--- src/rtl/cpu_pkg.sv ---
// ---------------------------------------------------------------------------
// cpu_pkg
// Shared definitions for the five-stage pipeline CPU.
//
// Contents:
//   - opcode constants used by the fetch stage and the main control decoder
//   - the canonical NOP encoding used to fill pipeline bubbles
//   - instruction field slice positions and small helpers to extract them
//   - the fetch-stage run/halt state encoding
// ---------------------------------------------------------------------------
package cpu_pkg;

   // Primary opcodes.
   // OP_RTYPE selects the func field.
   // OP_STOP stops instruction fetch.
   localparam logic [5:0] OP_RTYPE = 6'd0;
   localparam logic [5:0] OP_STOP  = 6'd63;

   // All-zero word.
   // It decodes as RTYPE/SLL $0,$0,0, which has no architectural effect.
   localparam logic [31:0] INSTR_NOP = 32'h0000_0000;

   // Instruction field positions
   localparam int OPCODE_MSB = 31;
   localparam int OPCODE_LSB = 26;
   localparam int FUNC_MSB   = 5;
   localparam int FUNC_LSB   = 0;

   // The PC is always word aligned, so the low two bits are masked off.
   localparam logic [31:0] PC_ALIGN_MASK = 32'hFFFF_FFFC;

   // Fetch stage run state.
   // HALT is entered by capturing a STOP word.
   // HALT is left only by a redirect or a reset.
   typedef enum logic {
      FETCH_RUN  = 1'b0,
      FETCH_HALT = 1'b1
   } fetch_state_t;

   // Extract the primary opcode from an instruction word
   function automatic logic [5:0] get_opcode(input logic [31:0] instr);
      return instr[OPCODE_MSB:OPCODE_LSB];
   endfunction

   // Extract the R-type function code from an instruction word
   function automatic logic [5:0] get_func(input logic [31:0] instr);
      return instr[FUNC_MSB:FUNC_LSB];
   endfunction

endpackage

--- src/rtl/if_id_reg.sv ---
// ---------------------------------------------------------------------------
// if_id_reg
// Pipeline register holding one instruction slot.
// The register is written as a generic stage register so that it can be
// reused between later stages.
//
// Ports:
//   clk        in   rising-edge clock
//   rst        in   synchronous active-high reset; the slot becomes a bubble
//   hold       in   keep the current contents
//   flush      in   replace the contents with a bubble (NOP, pc4=0, invalid)
//   load       in   capture next_instr/next_pc4 as a valid instruction
//   next_instr in   instruction word to capture
//   next_pc4   in   PC+4 belonging to next_instr
//   instr      out  registered instruction word
//   pc4        out  registered PC+4
//   valid      out  slot holds a real instruction
//
// Control priority is: rst, then flush, then hold, then load.
// If none of these controls is asserted, the register keeps its contents.
// ---------------------------------------------------------------------------
module if_id_reg
   import cpu_pkg::*;
(
   input  logic        clk,
   input  logic        rst,
   input  logic        hold,
   input  logic        flush,
   input  logic        load,
   input  logic [31:0] next_instr,
   input  logic [31:0] next_pc4,
   output logic [31:0] instr,
   output logic [31:0] pc4,
   output logic        valid
);

   // Slot update.
   // Flush beats hold, so that a redirect during a stall still kills the
   // wrong-path instruction.
   // A bubble always carries pc4=0 so that it is distinguishable from a
   // real instruction in waveforms.
   always_ff @(posedge clk) begin
      if (rst || flush) begin
         instr <= INSTR_NOP;
         pc4   <= 32'h0000_0000;
         valid <= 1'b0;
      end else if (hold) begin
         instr <= instr;
         pc4   <= pc4;
         valid <= valid;
      end else if (load) begin
         instr <= next_instr;
         pc4   <= next_pc4;
         valid <= 1'b1;
      end
   end

endmodule

--- src/rtl/if_fetch_stage.sv ---
// ---------------------------------------------------------------------------
// if_fetch_stage
// Instruction-fetch stage of the five-stage pipeline CPU.
// The stage owns the PC and addresses the instruction memory.
// Each fetched word is registered, together with its PC+4, into the IF/ID
// register.
// The stage also applies hazard stalls and branch/jump redirects.
// Fetch halts when a STOP word is captured.
//
// Parameters:
//   RESET_PC         PC value loaded on reset
//   IMEM_AW          instruction-memory word-address width
//
// Ports:
//   clk              in   rising-edge clock
//   rst              in   synchronous active-high reset
//   imem_addr        out  word address, pc[IMEM_AW+1:2], driven from the
//                         PC register only
//   imem_rdata       in   instruction word at imem_addr; same-cycle read
//   stall            in   freeze the PC, IF/ID and the fetch counter
//   redirect         in   load the PC from redirect_target and flush IF/ID
//   redirect_target  in   new PC; the low two bits are ignored
//   if_id_instr      out  registered instruction (NOP when bubble)
//   if_id_pc4        out  registered PC+4 of if_id_instr
//   if_id_valid      out  IF/ID holds a real instruction
//   opcode           out  if_id_instr[31:26]
//   func             out  if_id_instr[5:0]
//   halted           out  fetch stopped by STOP
//   fetch_cnt        out  count of valid instructions captured into IF/ID
// ---------------------------------------------------------------------------
module if_fetch_stage
   import cpu_pkg::*;
#(
   parameter logic [31:0] RESET_PC = 32'h0000_0000,
   parameter int          IMEM_AW  = 8
)
(
   input  logic               clk,
   input  logic               rst,
   output logic [IMEM_AW-1:0] imem_addr,
   input  logic [31:0]        imem_rdata,
   input  logic               stall,
   input  logic               redirect,
   input  logic [31:0]        redirect_target,
   output logic [31:0]        if_id_instr,
   output logic [31:0]        if_id_pc4,
   output logic               if_id_valid,
   output logic [5:0]         opcode,
   output logic [5:0]         func,
   output logic               halted,
   output logic [31:0]        fetch_cnt
);

   logic [31:0]  pc;
   logic [31:0]  pc_next;
   logic [31:0]  pc_plus4;
   logic [31:0]  cnt_next;
   fetch_state_t state;
   fetch_state_t state_next;
   logic         reg_hold;
   logic         reg_flush;
   logic         reg_load;

   // The memory address is a pure slice of the PC register.
   // Neither stall nor redirect can reach it combinationally.
   // Truncating the slice provides the wrap modulo 2^IMEM_AW.
   assign imem_addr = pc[IMEM_AW+1:2];

   // 32-bit add, so PC+4 wraps naturally from 0xFFFF_FFFC to 0
   assign pc_plus4 = pc + 32'd4;

   assign halted = (state == FETCH_HALT);

   // The decoder fields are plain slices of the IF/ID register.
   // A bubble therefore decodes as RTYPE/SLL with zero operands.
   assign opcode = get_opcode(if_id_instr);
   assign func   = get_func(if_id_instr);

   // State register for the PC, the fetch counter and the run/halt state.
   // Reset is synchronous and wins over every other control.
   always_ff @(posedge clk) begin
      if (rst) begin
         pc        <= RESET_PC;
         fetch_cnt <= 32'h0000_0000;
         state     <= FETCH_RUN;
      end else begin
         pc        <= pc_next;
         fetch_cnt <= cnt_next;
         state     <= state_next;
      end
   end

   // Priority of the fetch controls is redirect, then halted, then stall,
   // then normal fetch.
   // Redirect overrides both the halt and the stall, so that a STOP word
   // fetched on a wrong path can be recovered from.
   // A captured STOP word is counted as a real fetch, but the PC stays on
   // it; the following cycles then only insert bubbles.
   always_comb begin
      pc_next    = pc;
      cnt_next   = fetch_cnt;
      state_next = state;
      reg_hold   = 1'b0;
      reg_flush  = 1'b0;
      reg_load   = 1'b0;

      if (redirect) begin
         pc_next    = redirect_target & PC_ALIGN_MASK;
         reg_flush  = 1'b1;
         state_next = FETCH_RUN;
      end else if (state == FETCH_HALT) begin
         reg_flush = 1'b1;
      end else if (stall) begin
         reg_hold = 1'b1;
      end else begin
         reg_load = 1'b1;
         cnt_next = fetch_cnt + 32'd1;
         if (get_opcode(imem_rdata) == OP_STOP) begin
            state_next = FETCH_HALT;
         end else begin
            pc_next = pc_plus4;
         end
      end
   end

   // IF/ID pipeline register
   if_id_reg u_if_id_reg (
      .clk        (clk),
      .rst        (rst),
      .hold       (reg_hold),
      .flush      (reg_flush),
      .load       (reg_load),
      .next_instr (imem_rdata),
      .next_pc4   (pc_plus4),
      .instr      (if_id_instr),
      .pc4        (if_id_pc4),
      .valid      (if_id_valid)
   );

endmodule

--- config.mk ---
export PLATFORM = sky130hd
export DESIGN_NAME = if_fetch_stage
export DESIGN_NICKNAME = d
export VERILOG_FILES = /design/src/rtl/cpu_pkg.sv /design/src/rtl/if_id_reg.sv /design/src/rtl/if_fetch_stage.sv
export SDC_FILE = /design/constraint.sdc
export NUM_CORES = 1
export LEC_CHECK = 0
export ABC_AREA = 1
export CORE_MARGIN = 3
export CORE_UTILIZATION = 48
export DETAILED_ROUTE_END_ITERATION = 10
export PLACE_DENSITY = 0.89
export SYNTH_ARGS = -nofsm -noshare
export SYNTH_HDL_FRONTEND = slang
export SYNTH_SLANG_ARGS = --single-unit
--- constraint.sdc ---
create_clock -name clk -period 1.86 [get_ports clk]
set_clock_uncertainty 0.05 [all_clocks]
set_input_delay 0.186 -clock clk [delete_from_list [all_inputs] [get_ports clk]]
set_output_delay 0.186 -clock clk [all_outputs]
set_load 0.01 [all_outputs]
==> impl_metrics.env, run 1 <==
export IMPL_hold_violations=0
export IMPL_drive_above_1_share=0.0956
export IMPL_slew_viol_final=0
export IMPL_crit_type="reg -> reg"
export IMPL_fmax_mhz=565
export IMPL_final_common_cell="nand2_1"
export IMPL_cpMaxStageDelayCell="dfxtp_2"
export IMPL_worstMarginPinSlew_ns=0.552
export IMPL_die_h_um=123
export IMPL_area_growth_pct=39.9
export IMPL_antenna_found_initial=0
export IMPL_nNetsFinal=1229
export IMPL_rows=42
export IMPL_drtIter0Drc=616
export IMPL_p_per_area_nw_per_um2=820
export IMPL_yosys_warnings=0
export IMPL_peakVddDrop_v=0.000726
export IMPL_clk_latency_ns=0.42
export IMPL_hp_class="in -> reg"
export IMPL_async_flop_share=0
export IMPL_wirelength_mm=19.6
export IMPL_clkTransAtPathRegs_ns=0.06
export IMPL_grt_total_usage=0.256
export IMPL_drc=0
export IMPL_grt_pass1_wl_mm=30.6
export IMPL_cts_hold_buffers=0
export IMPL_critical_path_cell_chain="ha_2 -> nand2_2 -> nor2_4 -> nand2_4 -> nor2_4 -> nand2_1 -> nand2_1 -> nand2_1 -> o21ai_1 -> inv_1"
export IMPL_n_fill_cell=1086
export IMPL_port_buffers=181
export IMPL_avgRoutedWirePerCell_um=14.5
export IMPL_gr_total_overflow=0
export IMPL_via_per_inst=5.08
export IMPL_clock_sinks=126
export IMPL_dp_slack_ns=-0.0924
export IMPL_syn_inst=993
export IMPL_setup_ws_ns=0.0911
export IMPL_post_route_period_util=0.951
export IMPL_syn_avg_cell_area_um2=6.64
export IMPL_die_area_um2=15200
export IMPL_die_width_um=123
export IMPL_crit_path_frequent_cell="nand2_1"
export IMPL_grt_max_degree=53
export IMPL_postCtsResizedCells=0
export IMPL_outcome="completed"
export IMPL_register_area_um2=2520
export IMPL_start_util=0.494
export IMPL_finalCriticalPeriod_ns=1.77
export IMPL_synthDistinctLibCells=37
export IMPL_worst_ep_arrival_time_ns=2.03
export IMPL_ys_seq_area_frac=0.382
export IMPL_ys_flop_type="dfxtp_1"
export IMPL_rsz0062_at_grt="false"
export IMPL_dr_pass1_iters=5
export IMPL_ant_nets=0
export IMPL_num_vias=6857
export IMPL_drv_cap=0
export IMPL_core_area_um2=13300
export IMPL_ys_ff_latch=126
export IMPL_critPathMaxStageDelay_ns=0.38
export IMPL_worstPathMaxFanout=4
export IMPL_cts_max_level=4
export IMPL_synth_edf_count=0
export IMPL_setup_viol=0
export IMPL_startpoint_type="flop"
export IMPL_grt_pass1_vias=6142
export IMPL_syn_cell_area_um2=6600
export IMPL_multi_input_area_um2=3400
export IMPL_cts_setup_buffers=0
export IMPL_leakagePower_nw=3.75
export IMPL_cts_tree="done"
export IMPL_layout_common_cells="234 x nand2_1, 211 x nor2_1, 181 x clkdlybuf4s50_1"
export IMPL_slew_headroom=0.632
export IMPL_gp_routability_congestion=0.936
export IMPL_power_w=0.00756
export IMPL_cts_made_buffers=17
export IMPL_endpoint_kind="flop"
export IMPL_cts_buffer_depth=2
export IMPL_io_pins=186
export IMPL_dp_hpwl_mm=14.4
export IMPL_cts_root_buf="clkbuf_16"
export IMPL_cp_required_ns=2.12
==> report_power, final <==
group,internal [W],switching (W),total [W]
Combinational,0.000383,0.000391,0.000774
Clock,0.00269,0.00123,0.00392
Sequential,0.00279,0.0000827,0.00287
==> sequential cells by signal (all words and copies together), names as in the netlist <==
register / cells
fetch_cnt: 32
halted: 1
pc: 30
u_if_id_reg.instr: 32
u_if_id_reg.pc4: 30
u_if_id_reg.valid: 1
==> cell families (layout without fill, tap and decap cells) <==
logic type / after synthesis / in the layout / share of synthesized area
XOR/XNOR: 22 / 22 / 0.0326
AO/OA/AOI/OAI: 129 / 129 / 0.104
flip-flops: 126 / 126 / 0.382
buffers and inverters: 150 / 328 / 0.104
AND/OR/NAND/NOR: 563 / 563 / 0.373
other: 1 / 3 / 0.000568
adder cells (fa/ha/maj): 2 / 2 / 0.00379
==> stage by stage <==
step	utilization	instances	hold slack [ns]	area, µm²	TNS, ns
after floorplan	-	994	0.301	6600	0
after global placement	0.638	1316	0.402	8520	-0.0220
after detailed placement	0.638	1316	0.407	8520	-0.633
after CTS	0.691	1348	0.298	9220	0
after global routing	0.691	1348	0.322	9220	0
final	0.691	1349	0.311	9230	0
==> critical path: cells and delay by family, from the launching register on <==
kind	cells	cell delay [ns]
AND/OR/NAND/NOR	7	0.79
adder cells (fa/ha/maj)	1	0.23
flip-flops	1	0.38
buffers and inverters	1	0.05
AO/OA/AOI/OAI	1	0.15
==> final cells by class <==
| class | count | area share |
|---|---|---|
| Tap cell | 176 | 0.0239 |
| Sequential cell | 126 | 0.274 |
| Multi-Input combinational cell | 718 | 0.368 |
| Clock inverter | 10 | 0.0221 |
| Timing Repair Buffer | 205 | 0.221 |
| Inverter | 91 | 0.0370 |
| Clock buffer | 22 | 0.0536 |
| Antenna cell | 1 | 0.000271 |
==> layer usage <==
layer  GRT usage  vias to the layer above  share of wire
li1            -                     3440              -
met1       0.346                     3077           0.44
met2       0.403                      317           0.45
met3      0.0604                       23          0.095
met4      0.0893                        0          0.013
met5           0                        -              0
==> path summary, 6_finish.rpt <==
kind / startpoint / to / slack (ns) / depth (start not counted)
worst min register to register: u_if_id_reg.valid$_SDFFE_PP0P_ / u_if_id_reg.valid$_SDFFE_PP0P_ / 0.42 / 2
worst min-delay path: redirect_target[9] / pc[9]$_SDFFE_PP0P_ / 0.31 / 3
worst max register to register: pc[3]$_SDFFE_PP0P_ / u_if_id_reg.pc4[24]$_SDFFE_PP0P_ / 0.09 / 10
worst max-delay path: pc[3]$_SDFFE_PP0P_ / u_if_id_reg.pc4[24]$_SDFFE_PP0P_ / 0.09 / 10
==> synthesized netlist by cell type (5+ instances only) <==
master,instances,share of area
buf_2,12,0.0091
nand2_1,234,0.13
nand3_1,57,0.043
buf_4,24,0.027
a21oi_1,42,0.032
inv_2,6,0.0034
dfxtp_1,126,0.38
o21ai_1,6,0.0046
clkbuf_1,17,0.0097
a31oi_1,5,0.0047
o21ai_0,66,0.050
nor2_4,12,0.020
nand4_1,9,0.0085
nand2_2,12,0.011
xor2_1,15,0.020
nor2_2,6,0.0057
inv_1,85,0.048
nor2_1,211,0.12
(Power assumes the default switching activity.)
==> run 2: changes to the inputs <==
CORE_MARGIN = default   (was 3)
CORE_UTILIZATION = 25   (was 48)
DONT_BUFFER_PORTS = 1   (was default)
PLACE_DENSITY = 0.47   (was 0.89)
==> impl_metrics.env, run 2 (synthesis gave the netlist of run 1 again) <==
export IMPL_core_area_um2=26000
export IMPL_path_delay_family="simple AND/OR/NAND/NOR gates"
export IMPL_drive_above_1_share=0.117
export IMPL_worst_ep_arrival_time_ns=1.97
export IMPL_wirelength_mm=21.1
export IMPL_setup_viol=0
export IMPL_drv_cap=0
export IMPL_final_common_cell="nand2_1"
export IMPL_clock_sinks=126
export IMPL_dp_hpwl_mm=15.1
export IMPL_num_vias=6237
export IMPL_worstMarginPinSlew_ns=1.01
export IMPL_cts_max_level=4
export IMPL_drc=0
export IMPL_cts_buffer_depth=2
export IMPL_port_buffers=0
export IMPL_reg2reg_to="u_if_id_reg.pc4[26]$_SDFFE_PP0P_"
export IMPL_dp_slack_ns=0.171
export IMPL_crit_buf_inv=1
export IMPL_cp_required_ns=2.12
export IMPL_cpMaxStageDelayCell="dfxtp_1"
export IMPL_endpoint="u_if_id_reg.pc4[26]$_SDFFE_PP0P_"
export IMPL_outcome="completed"
export IMPL_r2r_cells=9
export IMPL_reg2reg_from="pc[2]$_SDFFE_PP0P_"
export IMPL_die_width_um=164
export IMPL_post_route_period_util=0.921
export IMPL_cts_root_buf="clkbuf_16"
export IMPL_antenna_found_initial=0
export IMPL_gp_routability_congestion=0.823
export IMPL_worstPathMaxFanout=4
export IMPL_crit_path_start="pc[2]$_SDFFE_PP0P_"
export IMPL_grt_max_degree=61
export IMPL_grt_pass1_vias=5645
export IMPL_leakagePower_nw=3.37
export IMPL_start_util=0.254
export IMPL_finalCriticalPeriod_ns=1.71
export IMPL_cts_made_buffers=17
export IMPL_avgRoutedWirePerCell_um=15.1
export IMPL_reg2reg_slack_ns=0.15
export IMPL_hold_violations=0
export IMPL_crit_type="reg -> reg"
export IMPL_cts_tree="done"
export IMPL_fmax_mhz=584
export IMPL_clkTransAtPathRegs_ns=0.06
export IMPL_reg_top3="fetch_cnt (32), u_if_id_reg.instr (32)"
export IMPL_crit_cells=9
export IMPL_drtIter0Drc=341
export IMPL_startpoint_type="flop"
export IMPL_grt_total_usage=0.156
export IMPL_die_h_um=164
export IMPL_multi_input_area_um2=3410
export IMPL_grt_pass1_wl_mm=32.0
export IMPL_tns_ns=0
export IMPL_rsz0062_at_grt="true"
export IMPL_area_growth_pct=24.6
export IMPL_hp_class="in -> reg"
export IMPL_critPathMaxStageDelay_ns=0.42
export IMPL_register_area_um2=2520
export IMPL_peakVddDrop_v=0.000537
export IMPL_via_per_inst=4.45
export IMPL_nNetsFinal=1123
export IMPL_cts_setup_buffers=0
export IMPL_dr_pass1_iters=4
export IMPL_setup_ws_ns=0.146
export IMPL_die_area_um2=27000
export IMPL_rows=59
export IMPL_slew_headroom=0.326
export IMPL_n_fill_cell=2824
export IMPL_clk_latency_ns=0.42
export IMPL_critical_path_cell_chain="ha_1 -> nand2_2 -> nor2_4 -> nand2_2 -> nor2_4 -> nand3_1 -> nand2_1 -> a21o_1 -> inv_1"
export IMPL_ant_nets=0
export IMPL_diodes=0
export IMPL_slew_viol_final=0
export IMPL_p_per_area_nw_per_um2=825
export IMPL_gr_total_overflow=0
export IMPL_layout_common_cells="234 x nand2_1, 210 x nor2_1, 126 x dfxtp_1"
export IMPL_io_pins=186
export IMPL_endpoint_kind="flop"
run 2: power breakdown:
part / switching (W) / internal (W) / total [W]
Sequential: 0.000114 / 0.00278 / 0.00290
Clock: 0.00141 / 0.00187 / 0.00328
Combinational: 0.000350 / 0.000255 / 0.000605
run 2: per-layer routing:
layer  vias up  share of wire  track usage
li1       3216              -            -
met5         -              0            0
met1      2826           0.47        0.207
met4         0          0.011       0.0388
met2       183           0.45        0.251
met3        12          0.070       0.0402
run 2: worst reg2reg max path: stages (launching register included):
cell,delay (ns)
dfxtp_1,0.42
ha_1,0.22
nand2_2,0.07
nor2_4,0.19
nand2_2,0.10
nor2_4,0.17
nand3_1,0.11
nand2_1,0.13
a21o_1,0.12
inv_1,0.03
run 2: area by class of cell:
cell class	instances	share of cell area
multi-input cells	718	0.415
flip-flops and latches	126	0.307
repair buffers	99	0.117
clock buffers	18	0.0522
well taps	335	0.0510
inverters	91	0.0416
clock inverters	14	0.0164
run 2: how the worst min path moves through the flow:
stage                     cells past startpoint                start                                 end  slack (ns)
after global routing                          4  redirect_target[22]                 pc[22]$_SDFFE_PP0P_        0.03
after global placement                        1                  rst          fetch_cnt[10]$_SDFFE_PP0P_        0.21
after detailed placement                      1                  rst          fetch_cnt[10]$_SDFFE_PP0P_        0.22
final                                         4             redirect                 pc[21]$_SDFFE_PP0P_       0.009
after floorplan                               2       imem_rdata[26]  u_if_id_reg.instr[26]$_SDFFE_PP0P_        0.30
after CTS                                     4  redirect_target[22]                 pc[22]$_SDFFE_PP0P_       0.002
run 2: timing repair:
action	in CTS	in global routing
resized for setup	0	3
endpoints found under the setup margin	0	3
hold endpoints to repair	77	0
hold buffers	62	0
run 2: metrics by stage:
stage / utilization / instances / hold slack (ns) / instance area (µm²) / total power, W
global placement: 0.270 / 1307 / 0.213 / 7010 / 0.00343
finish: 0.316 / 1401 / 0.00895 / 8220 / 0.00678
CTS: 0.316 / 1401 / 0.00151 / 8200 / 0.00690
detailed placement: 0.270 / 1307 / 0.216 / 7010 / 0.00344
floorplan: - / 994 / 0.301 / 6600 / 0.00331
global route: 0.316 / 1401 / 0.0257 / 8220 / 0.00708
==> run 3: changes to the inputs <==
CORE_UTILIZATION = 61   (was 25)
PLACE_DENSITY = 0.86   (was 0.47)
clock period = 2 ns   (was 1.86 ns; I/O delays follow)
==> impl_metrics.env, run 3 (synthesis gave the netlist of run 1 again) <==
export IMPL_setup_viol=0
export IMPL_reg_top3="fetch_cnt (32), u_if_id_reg.instr (32)"
export IMPL_antenna_found_initial=0
export IMPL_diodes=0
export IMPL_tns_ns=0
export IMPL_critical_path_cell_chain="dlygate4sd3_1 -> buf_12 -> nor2_4 -> nand2_2 -> buf_4 -> nor2_4 -> nand4_1 -> nor2_1 -> nor2_1 -> nor2_1"
export IMPL_hold_ws_ns=0.0317
export IMPL_cts_root_buf="clkbuf_8"
export IMPL_grt_pass1_vias=6300
export IMPL_die_area_um2=11200
export IMPL_io_pins=186
export IMPL_crit_buf_inv=3
export IMPL_startpoint_type="input pin"
export IMPL_slew_headroom=0.569
export IMPL_slew_viol_final=0
export IMPL_cts_made_buffers=17
export IMPL_finalCriticalPeriod_ns=1.79
export IMPL_start_util=0.633
export IMPL_path_delay_family="buffers and inverters"
export IMPL_hp_class="in -> reg"
export IMPL_via_per_inst=5.51
export IMPL_grt_pass1_wl_mm=29.2
export IMPL_reg2reg_from="halted$_SDFF_PP0_"
export IMPL_worstHoldStart="imem_rdata[29]"
export IMPL_dp_cells=1088
export IMPL_ant_nets=0
export IMPL_cts_tree="done"
export IMPL_clock_sinks=126
export IMPL_core_area_um2=10400
export IMPL_drive_above_1_share=0.0971
export IMPL_port_buffers=0
export IMPL_critPathMaxStageDelay_ns=0.59
export IMPL_grt_max_degree=66
export IMPL_setup_ws_ns=0.212
export IMPL_avgRoutedWirePerCell_um=15.3
export IMPL_crit_path_frequent_cell="nor2_1"
export IMPL_p_per_area_nw_per_um2=788
export IMPL_gp_routability_congestion=0.936
export IMPL_peakVddDrop_v=0.000643
export IMPL_area_growth_pct=18.7
export IMPL_rows=37
export IMPL_gr_total_overflow=0
export IMPL_hold_violations=0
export IMPL_cts_setup_buffers=0
export IMPL_leakagePower_nw=3.27
export IMPL_reg2reg_slack_ns=0.21
export IMPL_cpMaxStageDelayCell="dlygate4sd3_1"
export IMPL_num_vias=6541
export IMPL_wirelength_mm=18.2
export IMPL_die_h_um=106
export IMPL_nNetsFinal=1108
export IMPL_drc=0
export IMPL_final_core_util=0.751
export IMPL_outcome="completed"
export IMPL_layout_common_cells="234 x nand2_1, 211 x nor2_1, 126 x dfxtp_1"
export IMPL_cts_buffer_depth=2
export IMPL_grt_total_usage=0.328
export IMPL_rsz0062_at_grt="false"
export IMPL_holdPathStages=3
export IMPL_post_route_period_util=0.894
export IMPL_cts_max_level=4
export IMPL_fmax_mhz=559
export IMPL_r2r_cells=8
export IMPL_worstPathMaxFanout=65
export IMPL_register_area_um2=2520
export IMPL_worstMarginPinSlew_ns=0.646
export IMPL_dr_pass1_iters=5
export IMPL_final_common_cell="nand2_1"
export IMPL_drtIter0Drc=633
export IMPL_dp_slack_ns=0.251
export IMPL_die_width_um=106
export IMPL_hold_path_end="pc[2]$_SDFFE_PP0P_"
export IMPL_multi_input_area_um2=3390
export IMPL_reg2reg_to="fetch_cnt[23]$_SDFFE_PP0P_"
export IMPL_drv_cap=0
export IMPL_clk_latency_ns=0.53
export IMPL_crit_type="in -> reg"
export IMPL_dp_hpwl_mm=11.5
export IMPL_n_fill_cell=784
export IMPL_layout_cells_non_filler=1187
export IMPL_clkTransAtPathRegs_ns=0.06
export IMPL_cp_required_ns=2.37
export IMPL_worst_ep_arrival_time_ns=2.16
export IMPL_endpoint_kind="flop"
==> run 3: cell types whose count changed in the layout (fill, tap and decap cells not counted), moves of 2 or more <==
cell           previous run  this run
clkbuf_1                  1         3
buf_12                    5         3
inv_6                     5         0
buf_4                    33        16
clkinvlp_4                6         4
clkbuf_8                  0         3
clkinv_2                  1         4
dlygate4sd3_1            61        65
==> run 3: routing by layer <==
| layer | track usage | vias to the layer above | routed length (µm) |
|---|---|---|---|
| met3 | 0.102 | 50 | 1610 |
| met1 | 0.371 | 2978 | 7250 |
| met5 | 0 | - | 0 |
| met4 | 0.130 | 0 | 428 |
| li1 | - | 3184 | - |
| met2 | 0.575 | 329 | 8880 |
==> run 3: how the worst max path moves through the flow <==
stage                             startpoint  depth (start not counted)                                to
after floorplan           pc[2]$_SDFFE_PP0P_                         10  u_if_id_reg.pc4[30]$_SDFFE_PP0P_
after global placement     halted$_SDFF_PP0_                          8        fetch_cnt[29]$_SDFFE_PP0P_
after detailed placement   halted$_SDFF_PP0_                          8        fetch_cnt[23]$_SDFFE_PP0P_
after CTS                           redirect                          9        fetch_cnt[16]$_SDFFE_PP0P_
after global routing                redirect                          9        fetch_cnt[16]$_SDFFE_PP0P_
final                               redirect                         10        fetch_cnt[23]$_SDFFE_PP0P_
==> run 3: power breakdown <==
group	internal, W	switching (W)
clock	0.00183	0.00110
sequential	0.00259	0.000106
combinational	0.000224	0.000316
total	0.00465	0.00152
==> run 3: cell type report <==
| class | instances | area share |
|---|---|---|
| multi-input cells | 718 | 0.434 |
| well taps | 136 | 0.0217 |
| flip-flops and latches | 126 | 0.322 |
| repair buffers | 84 | 0.106 |
| clock inverters | 10 | 0.0145 |
| inverters | 91 | 0.0438 |
| clock buffers | 22 | 0.0579 |
==> run 3: timing repair <==
| item | 4_1_cts | 5_1_grt |
|---|---|---|
| resized for setup | 0 | 1 |
| endpoints found under the hold margin | 86 | 0 |
| setup endpoints to repair | 0 | 1 |
| hold buffers | 67 | 0 |
==> run 3: worst reg2reg max path, stage by stage (launching register included) <==
cell     delay, ns
dfxtp_1       0.49
nor2_4        0.06
nand2_2       0.08
buf_4         0.54
nor2_4        0.12
nand4_1       0.16
nor2_1        0.06
nor2_1        0.08
nor2_1        0.05
==> run 3: metrics by stage <==
step	power (W)	area [µm²]
2_1_floorplan	0.00307	6600
3_3_place_gp	0.00312	6570
3_5_place_dp	0.00313	6570
4_1_cts	0.00618	7830
5_1_grt	0.00639	7830
6_report	0.00617	7830
